<file path="src/rtl/mon_serial_rx_pkg.sv">
// Shared nextasic definitions for the monitor serial receiver: FSM encodings and link timing.
package mon_serial_rx_pkg;

   localparam int unsigned MON_BIT_CLKS = 16;

   typedef enum logic [2:0] {
      ST_IDLE  = 3'd0,
      ST_START = 3'd1,
      ST_DATA  = 3'd2,
      ST_STOP  = 3'd3,
      ST_BREAK = 3'd4
   } rx_state_e;

endpackage

</file>
<file path="src/rtl/mon_bit_timer.sv">
// Bit-period timer: saturating counter with synchronous clear and registered half/full terminal flags.
module mon_bit_timer
   import mon_serial_rx_pkg::*;
#(
   parameter int unsigned BIT_CLKS = MON_BIT_CLKS,
   parameter int unsigned CNT_W    = 5
) (
   input  logic clk,
   input  logic reset_n,
   input  logic clr_i,
   output logic half_o,
   output logic full_o
);

   localparam logic [CNT_W-1:0] HALF_CNT = CNT_W'(BIT_CLKS / 2 - 1);
   localparam logic [CNT_W-1:0] FULL_CNT = CNT_W'(BIT_CLKS - 1);

   logic [CNT_W-1:0] cnt_q, cnt_d;
   logic             half_q, full_q;

   // Holds at FULL_CNT rather than wrapping; the FSM always clears before reuse.
   always_comb begin
      cnt_d = cnt_q;
      if (clr_i) begin
         cnt_d = '0;
      end else if (cnt_q != FULL_CNT) begin
         cnt_d = cnt_q + CNT_W'(1);
      end
   end

   // Flags are decoded from the next count so they line up with cnt_q.
   always_ff @(posedge clk or negedge reset_n) begin
      if (!reset_n) begin
         cnt_q  <= '0;
         half_q <= 1'b0;
         full_q <= 1'b0;
      end else begin
         cnt_q  <= cnt_d;
         half_q <= (cnt_d == HALF_CNT);
         full_q <= (cnt_d == FULL_CNT);
      end
   end

   assign half_o = half_q;
   assign full_o = full_q;

endmodule

</file>
<file path="src/rtl/mon_serial_rx.sv">
// NeXT monitor serial receiver: start/stop frame deserialiser with valid/ready holding register.
module mon_serial_rx
   import mon_serial_rx_pkg::*;
#(
   parameter int unsigned DATA_W   = 40,
   parameter int unsigned BIT_CLKS = MON_BIT_CLKS,
   parameter int unsigned CNT_W    = 5
) (
   input  logic              clk,
   input  logic              reset_n,
   input  logic              in_serial,
   output logic [DATA_W-1:0] out_data,
   output logic              out_valid,
   input  logic              out_ready,
   output logic              frame_err,
   output logic              overrun
);

   localparam int unsigned       BCNT_W   = $clog2(DATA_W + 1);
   localparam logic [BCNT_W-1:0] LAST_BIT = BCNT_W'(DATA_W - 1);

   rx_state_e         state_q, state_d;
   logic [BCNT_W-1:0] bcnt_q, bcnt_d;
   logic [DATA_W-1:0] shift_q, shift_d;
   logic [DATA_W-1:0] data_q, data_d;
   logic              valid_q, valid_d;
   logic              ferr_q, ferr_d;
   logic              ovr_q, ovr_d;
   logic              tmr_clr_c, tmr_half, tmr_full;

   mon_bit_timer #(
      .BIT_CLKS (BIT_CLKS),
      .CNT_W    (CNT_W)
   ) u_bit_timer (
      .clk     (clk),
      .reset_n (reset_n),
      .clr_i   (tmr_clr_c),
      .half_o  (tmr_half),
      .full_o  (tmr_full)
   );

   // Next-state, shift and holding-register logic.
   always_comb begin
      state_d   = state_q;
      bcnt_d    = bcnt_q;
      shift_d   = shift_q;
      data_d    = data_q;
      valid_d   = valid_q;
      ferr_d    = 1'b0;
      ovr_d     = 1'b0;
      tmr_clr_c = 1'b0;

      if (valid_q && out_ready) begin
         valid_d = 1'b0;
      end

      case (state_q)
         ST_IDLE: begin
            tmr_clr_c = 1'b1;
            if (!in_serial) begin
               state_d = ST_START;
            end
         end
         ST_START: begin
            if (tmr_half) begin
               tmr_clr_c = 1'b1;
               if (!in_serial) begin
                  state_d = ST_DATA;
                  bcnt_d  = '0;
               end else begin
                  state_d = ST_IDLE;
               end
            end
         end
         ST_DATA: begin
            if (tmr_full) begin
               tmr_clr_c = 1'b1;
               shift_d   = {shift_q[DATA_W-2:0], in_serial};
               bcnt_d    = bcnt_q + BCNT_W'(1);
               if (bcnt_q == LAST_BIT) begin
                  state_d = ST_STOP;
               end
            end
         end
         ST_STOP: begin
            if (tmr_full) begin
               tmr_clr_c = 1'b1;
               if (in_serial) begin
                  state_d = ST_IDLE;
                  // A frame accepted on this same edge frees the register for the new one.
                  if (!valid_q || out_ready) begin
                     data_d  = shift_q;
                     valid_d = 1'b1;
                  end else begin
                     ovr_d = 1'b1;
                  end
               end else begin
                  ferr_d  = 1'b1;
                  state_d = ST_BREAK;
               end
            end
         end
         ST_BREAK: begin
            tmr_clr_c = 1'b1;
            if (in_serial) begin
               state_d = ST_IDLE;
            end
         end
         default: begin
            state_d = ST_IDLE;
         end
      endcase
   end

   always_ff @(posedge clk or negedge reset_n) begin
      if (!reset_n) begin
         state_q <= ST_IDLE;
         bcnt_q  <= '0;
         shift_q <= '0;
         data_q  <= '0;
         valid_q <= 1'b0;
         ferr_q  <= 1'b0;
         ovr_q   <= 1'b0;
      end else begin
         state_q <= state_d;
         bcnt_q  <= bcnt_d;
         shift_q <= shift_d;
         data_q  <= data_d;
         valid_q <= valid_d;
         ferr_q  <= ferr_d;
         ovr_q   <= ovr_d;
      end
   end

   assign out_data  = data_q;
   assign out_valid = valid_q;
   assign frame_err = ferr_q;
   assign overrun   = ovr_q;

endmodule

</file>
<file path="config.mk">
export PLATFORM = sky130hd
export DESIGN_NAME = mon_serial_rx
export DESIGN_NICKNAME = d
export VERILOG_FILES = /design/src/rtl/mon_serial_rx_pkg.sv /design/src/rtl/mon_bit_timer.sv /design/src/rtl/mon_serial_rx.sv
export SDC_FILE = /design/constraint.sdc
export NUM_CORES = 1
export LEC_CHECK = 0
export CORE_ASPECT_RATIO = 1.2
export CORE_MARGIN = 1
export CORE_UTILIZATION = 55
export DETAILED_ROUTE_END_ITERATION = 8
export PLACE_DENSITY = 0.79
export REMOVE_ABC_BUFFERS = 1
export SLEW_MARGIN = 25
export SYNTH_ARGS = -nofsm -noshare
export SYNTH_HDL_FRONTEND = slang
export SYNTH_SLANG_ARGS = --single-unit
</file>
<file path="constraint.sdc">
create_clock -name clk -period 4.5 [get_ports clk]
set_input_delay 0.9 -clock clk [delete_from_list [all_inputs] [get_ports clk]]
set_output_delay 0.9 -clock clk [all_outputs]
set_load 0.01 [all_outputs]
</file>
# Yosys cells after proc, flatten, opt, wreduce, memory -nomap -nowiden
# Cells that the tools add are included.
dict set report classes {
  add_sub_neg 2
  muxes 30
  n_eq_ne 15
  reduce_logical 11
}
# cell n
set op_table {}
lappend op_table {{3-bit two-way mux} 7}
lappend op_table {{6-bit two-way mux} 3}
lappend op_table {{3-bit case mux with 5 select lines} 1}
lappend op_table {{1-bit two-way mux} 14}
lappend op_table {{6-bit case mux with 2 select lines} 1}
lappend op_table {{5-bit two-way mux} 2}
lappend op_table {{2-bit != test (second input constant)} 4}
lappend op_table {{4-bit AND reduction} 2}
lappend op_table {{6-bit by 1-bit adder with 6-bit output (second input constant)} 1}
lappend op_table {{3-bit by 2-bit == test with 1-bit output (second input constant)} 2}
lappend op_table {{6-bit == test (second input constant)} 1}
lappend op_table {{2-bit by 1-bit != test with 1-bit output (second input constant)} 3}
lappend op_table {{6-bit AND reduction} 1}
lappend op_table {{5-bit by 1-bit adder with 5-bit output (second input constant)} 1}
lappend op_table {{5-bit by 3-bit == test with 1-bit output (second input constant)} 1}
lappend op_table {{5-bit by 4-bit == test with 1-bit output (second input constant)} 1}
lappend op_table {{5-bit by 4-bit != test with 1-bit output (second input constant)} 1}
lappend op_table {{2-bit OR reduction} 2}
lappend op_table {{3-bit by 1-bit == test with 1-bit output (second input constant)} 1}
lappend op_table {{3-bit == test (second input constant)} 1}
lappend op_table {{3-bit logical NOT} 1}
lappend op_table {{1-bit case mux with 3 select lines} 1}
lappend op_table {{2-bit two-way mux} 1}
lappend op_table {{2-bit AND reduction} 1}
lappend op_table {{other kinds (4)} 4}
dict set report word_totals {
  out_inout_bits 43
  inputBits 4
  word_cells 68
  regBits 99
}

# Depth between registers and ports, before layout
dict set report depth {
  word_depth 6
  mapped_depth 6
  depth_no_buf 5
}

# Modules after synthesis
# Synthesis repeated with hierarchy kept, for this count alone.
dict set report hier_totals {
  hier_cells 263
  area_unflattened_um2 4117.7
}
# module instances seq_area_each_um2 cells_per_inst area_each_um2
set by_module_without_submodules {}
lappend by_module_without_submodules {mon_serial_rx 1 2302.2 233 3787.4}
lappend by_module_without_submodules {mon_bit_timer 1 175.2 30 330.3}

# Worst setup path after synthesis
# OpenSTA, ideal clock, no wires.
dict set report synth_path {
  path_kind {input to register}
  from {input port in_serial}
  to {register bcnt_q[4]}
  path_slack_ps 2562
  arrival_time_ps 1869
  required_time_ps 4431
  setup_time_ps 69
  path_stages 4
  path_buffers 0
  cell_sequence {nand4bb_1 -> a21o_1 -> or4_1 -> nand3_1}
}
dict set report synth_between {
  elab_chain_cells 2
}
# element line
set synth_rtl {}
lappend synth_rtl {{from (decl)} mon_serial_rx.sv:11} ;# input logic in_serial,
lappend synth_rtl {{2-bit != test (no line)} --}
lappend synth_rtl {{4-bit AND reduction (no line)} --}
lappend synth_rtl {{to (signal assigned)} mon_serial_rx.sv:126} ;# bcnt_q <= bcnt_d;
lappend synth_rtl {{to (decl)} mon_serial_rx.sv:23} ;# logic [BCNT_W-1:0] bcnt_q, bcnt_d;
# Every way passes these cells.
# A chain may end at the register's enable or synchronous reset.

# Final worst setup path
dict set report layout_path {
  from {register state_q[1]}
  to {register shift_q[2]}
}
dict set report layout_between {
  elab_chain_cells 2
}
# element line
set layout_rtl {}
lappend layout_rtl {{from (decl)} mon_serial_rx.sv:22} ;# rx_state_e state_q, state_d;
lappend layout_rtl {{from (signal assigned)} mon_serial_rx.sv:125} ;# state_q <= state_d;
lappend layout_rtl {{3-bit by 2-bit == test with 1-bit output} mon_serial_rx.sv:57} ;# case (state_q)
lappend layout_rtl {{2-bit AND reduction (no line)} --}
lappend layout_rtl {{to (signal assigned)} mon_serial_rx.sv:127} ;# shift_q <= shift_d;
lappend layout_rtl {{to (decl)} mon_serial_rx.sv:24} ;# logic [DATA_W-1:0] shift_q, shift_d;
# Every way passes these cells.

==> reports/summary.txt <==
Core area -> 6900 sq um
Synth Warn # -> 0
Register-to-Register Setup Slack -> 2.11 ns
Row count -> 33
Relative slew slack -> 33.6%
First-pass GRT wire length -> 10.3 mm
Seq cells post-synth -> 99
Final setup vio count -> 0
Worst ir drop on vdd -> 0.283 mV
IO buf count -> 46
P per Cell Area -> 439 nW/um^2
Crit path capture type -> flop
Largest net degree at the start of global routing -> 75
R2R cell count -> 3
Ys flop type -> dfrtp_1
Synthesized area -> 3970 sq um
Die width -> 79.5 um
Tcrit/Tclk final -> 53.0%
Area leader, netlist -> dfrtp_1
Fmax achieved -> 419 MHz
Max cap viols -> 0
DRC Markers -> 0
Total power -> 2.03 mW
Worst R2R Start -> state_q[1]$_DFFE_PN0P_
Syn Inst Count -> 271
Top Ports -> 47
TritonRoute pass-1 iters -> 4
TritonCTS clock tree -> done
Setup TNS -> 0 ns
Hold_sp -> bcnt_q[5]$_DFFE_PN0P_
CTS Root Buffer Type -> clkbuf_8
Leading post-synthesis cells by cell area -> dfrtp_1 (62%), mux2_2 (22%), mux2_1 (1.1%)
Skew-Pair Late Insertion Delay -> 0.36 ns
Crit path time final -> 2.39 ns
FFs w/ async S/R, synth -> 100%
Post-CTS resize count -> 0
Final hold slack -> 0.497 ns
Post-synth EDFFs -> 0
Filler cell count -> 536
Count leader, synth -> dfrtp_1
CTS H-tree depth -> 3
Initial antenna violation count -> 0
Post-route ant nets -> 0
Average size of a mapped cell -> 14.6 sq um
Clock sinks -> 99
Unrepaired setup endpoints after global routing -> no
Min-Delay Endpoint -> bcnt_q[5]$_DFFE_PN0P_
Worst EP required -> 4.74 ns
Wirelength per Cell -> 15.0 um
Starting Density -> 57.5%
Max Root-Sink Buffers -> 2
WS Path Type -> reg -> reg
Sequential fraction of the synthesis area -> 62.4%
Nets -> 323
Setup crit start kind -> flop
Die H -> 95.0 um
Layout area overhead -> 16.8%
Drt via density -> 5.54
Commonest cells in the synthesized netlist -> dfrtp_1 (99), mux2_2 (77), nor2_1 (11)
Fin. Hold Viols -> 0
Antenna diodes -> 0
Global route total overflow -> 0
Vias -> 2264
R2r endpoint -> shift_q[2]$_DFFE_PN0P_
Die Area -> 7560 sq um
Actual slew at the worst max-slew pin -> 0.996 ns
Yosys top cell area share -> 62.4%
Status -> completed
# Post-CTS Setup Buffers -> 0
Critical path arrival -> 2.62 ns
Final GP Congestion -> 0.722
Proportion of layout cells with a drive suffix above 1 -> 30.7%
Leak -> 2.23 nW
Initial DRC Count -> 94
Setup Skew -> 0.0111 ns
Placed wire-length estimate -> 3.89 mm
Synth cell types -> 42
Post-CTS Hold Fix Bufs -> 0
Vias in the first global route -> 2172
Final Slew Violations -> 0
Max FO, Critical Path -> 45
Post-Route WL -> 6.13 mm
Reg clk slew, reported paths -> 0.09 ns
Gr usage total -> 18.0%
Hold Path Stages -> 1
CTS Buf Count -> 9
Worst hold path type -> reg -> reg
cell families after synthesis:
group / count (synthesis) / synth area share [%]
multiplexers: 83 / 23.5
adder cells (fa/ha/maj): 2 / 0.631
buffers and inverters: 17 / 2.78
AO/OA/AOI/OAI: 19 / 3.06
AND/OR/NAND/NOR: 50 / 7.38
XOR/XNOR: 1 / 0.221
flip-flops: 99 / 62.4
critical path: stages (launching register included):
cell     delay (ns)
dfrtp_1        0.58
nor3b_1        0.36
and2_2         0.87
mux2_2         0.42
power by group:
group | switching (mW) | internal [mW] | leakage, nW
logic | 0.240 | 0.228 | 0.806
clock network | 0.293 | 0.201 | 0.0822
registers | 0.0933 | 0.977 | 1.34
total | 0.627 | 1.41 | 2.23
per-layer routing:
metal / part of all wire (%) / global-route usage [%] / up-vias
li1: - / - / 1056
met1: 47 / 24.1 / 1151
met2: 48 / 27.8 / 45
met3: 3.3 / 3.73 / 12
met4: 2.1 / 9.24 / 0
met5: 0 / 0 / -
worst max-delay path by stage:
stage | startpoint | to | slack (ns) | cells after the start
final | state_q[1]$_DFFE_PN0P_ | shift_q[2]$_DFFE_PN0P_ | 2.11 | 3
after global routing | state_q[1]$_DFFE_PN0P_ | shift_q[3]$_DFFE_PN0P_ | 1.96 | 3
after CTS | in_serial | out_data[34]$_DFFE_PN0P_ | 1.68 | 3
after detailed placement | in_serial | out_data[37]$_DFFE_PN0P_ | 1.31 | 3
after global placement | in_serial | out_data[36]$_DFFE_PN0P_ | 1.35 | 3
after floorplan | out_ready | out_data[34]$_DFFE_PN0P_ | 1.77 | 3
metrics by stage:
stage | instances | setup slack, ns | instance area [sq um] | utilization [%]
floorplan | 259 | 1.77 | 3880 | -
global placement | 393 | 1.35 | 4460 | 64.6
detailed placement | 393 | 1.31 | 4460 | 64.6
CTS | 409 | 1.68 | 4630 | 67.1
global route | 409 | 1.96 | 4630 | 67.2
finish | 409 | 2.11 | 4630 | 67.2
state kept, by name, indices dropped and copies added (netlist names):
register	count
u_bit_timer.half_o	1
u_bit_timer.cnt_q	5
overrun	1
bcnt_q	6
frame_err	1
shift_q	40
state_q	3
u_bit_timer.full_o	1
out_valid	1
out_data	40
cell type report:
cell class	instances	area (sq um)	share of cell area, %
Tap cell	87	109	2.35
Clock inverter	6	42.5	0.918
Sequential cell	99	2480	53.5
Timing Repair Buffer	47	465	10.0
Clock buffer	10	128	2.75
Multi-Input combinational cell	155	1390	30.1
Inverter	5	18.8	0.405
layout by cell type, fill, tap and decap left out, types with 2 or more instances in the layout:
cell type,n
nand2_1,9
clkbuf_8,9
mux2_1,4
clkinvlp_4,2
and3_1,2
clkinv_4,2
buf_4,2
clkdlybuf4s50_1,45
ha_1,2
nand3_1,6
inv_1,5
clkinv_2,2
o21ai_0,8
a21oi_1,2
nand2b_1,2
mux2_2,77
mux2i_1,2
dfrtp_1,99
nor4b_1,2
nor2_1,11
nor3b_1,3
Note: power is estimated with default switching activity, not from simulation.
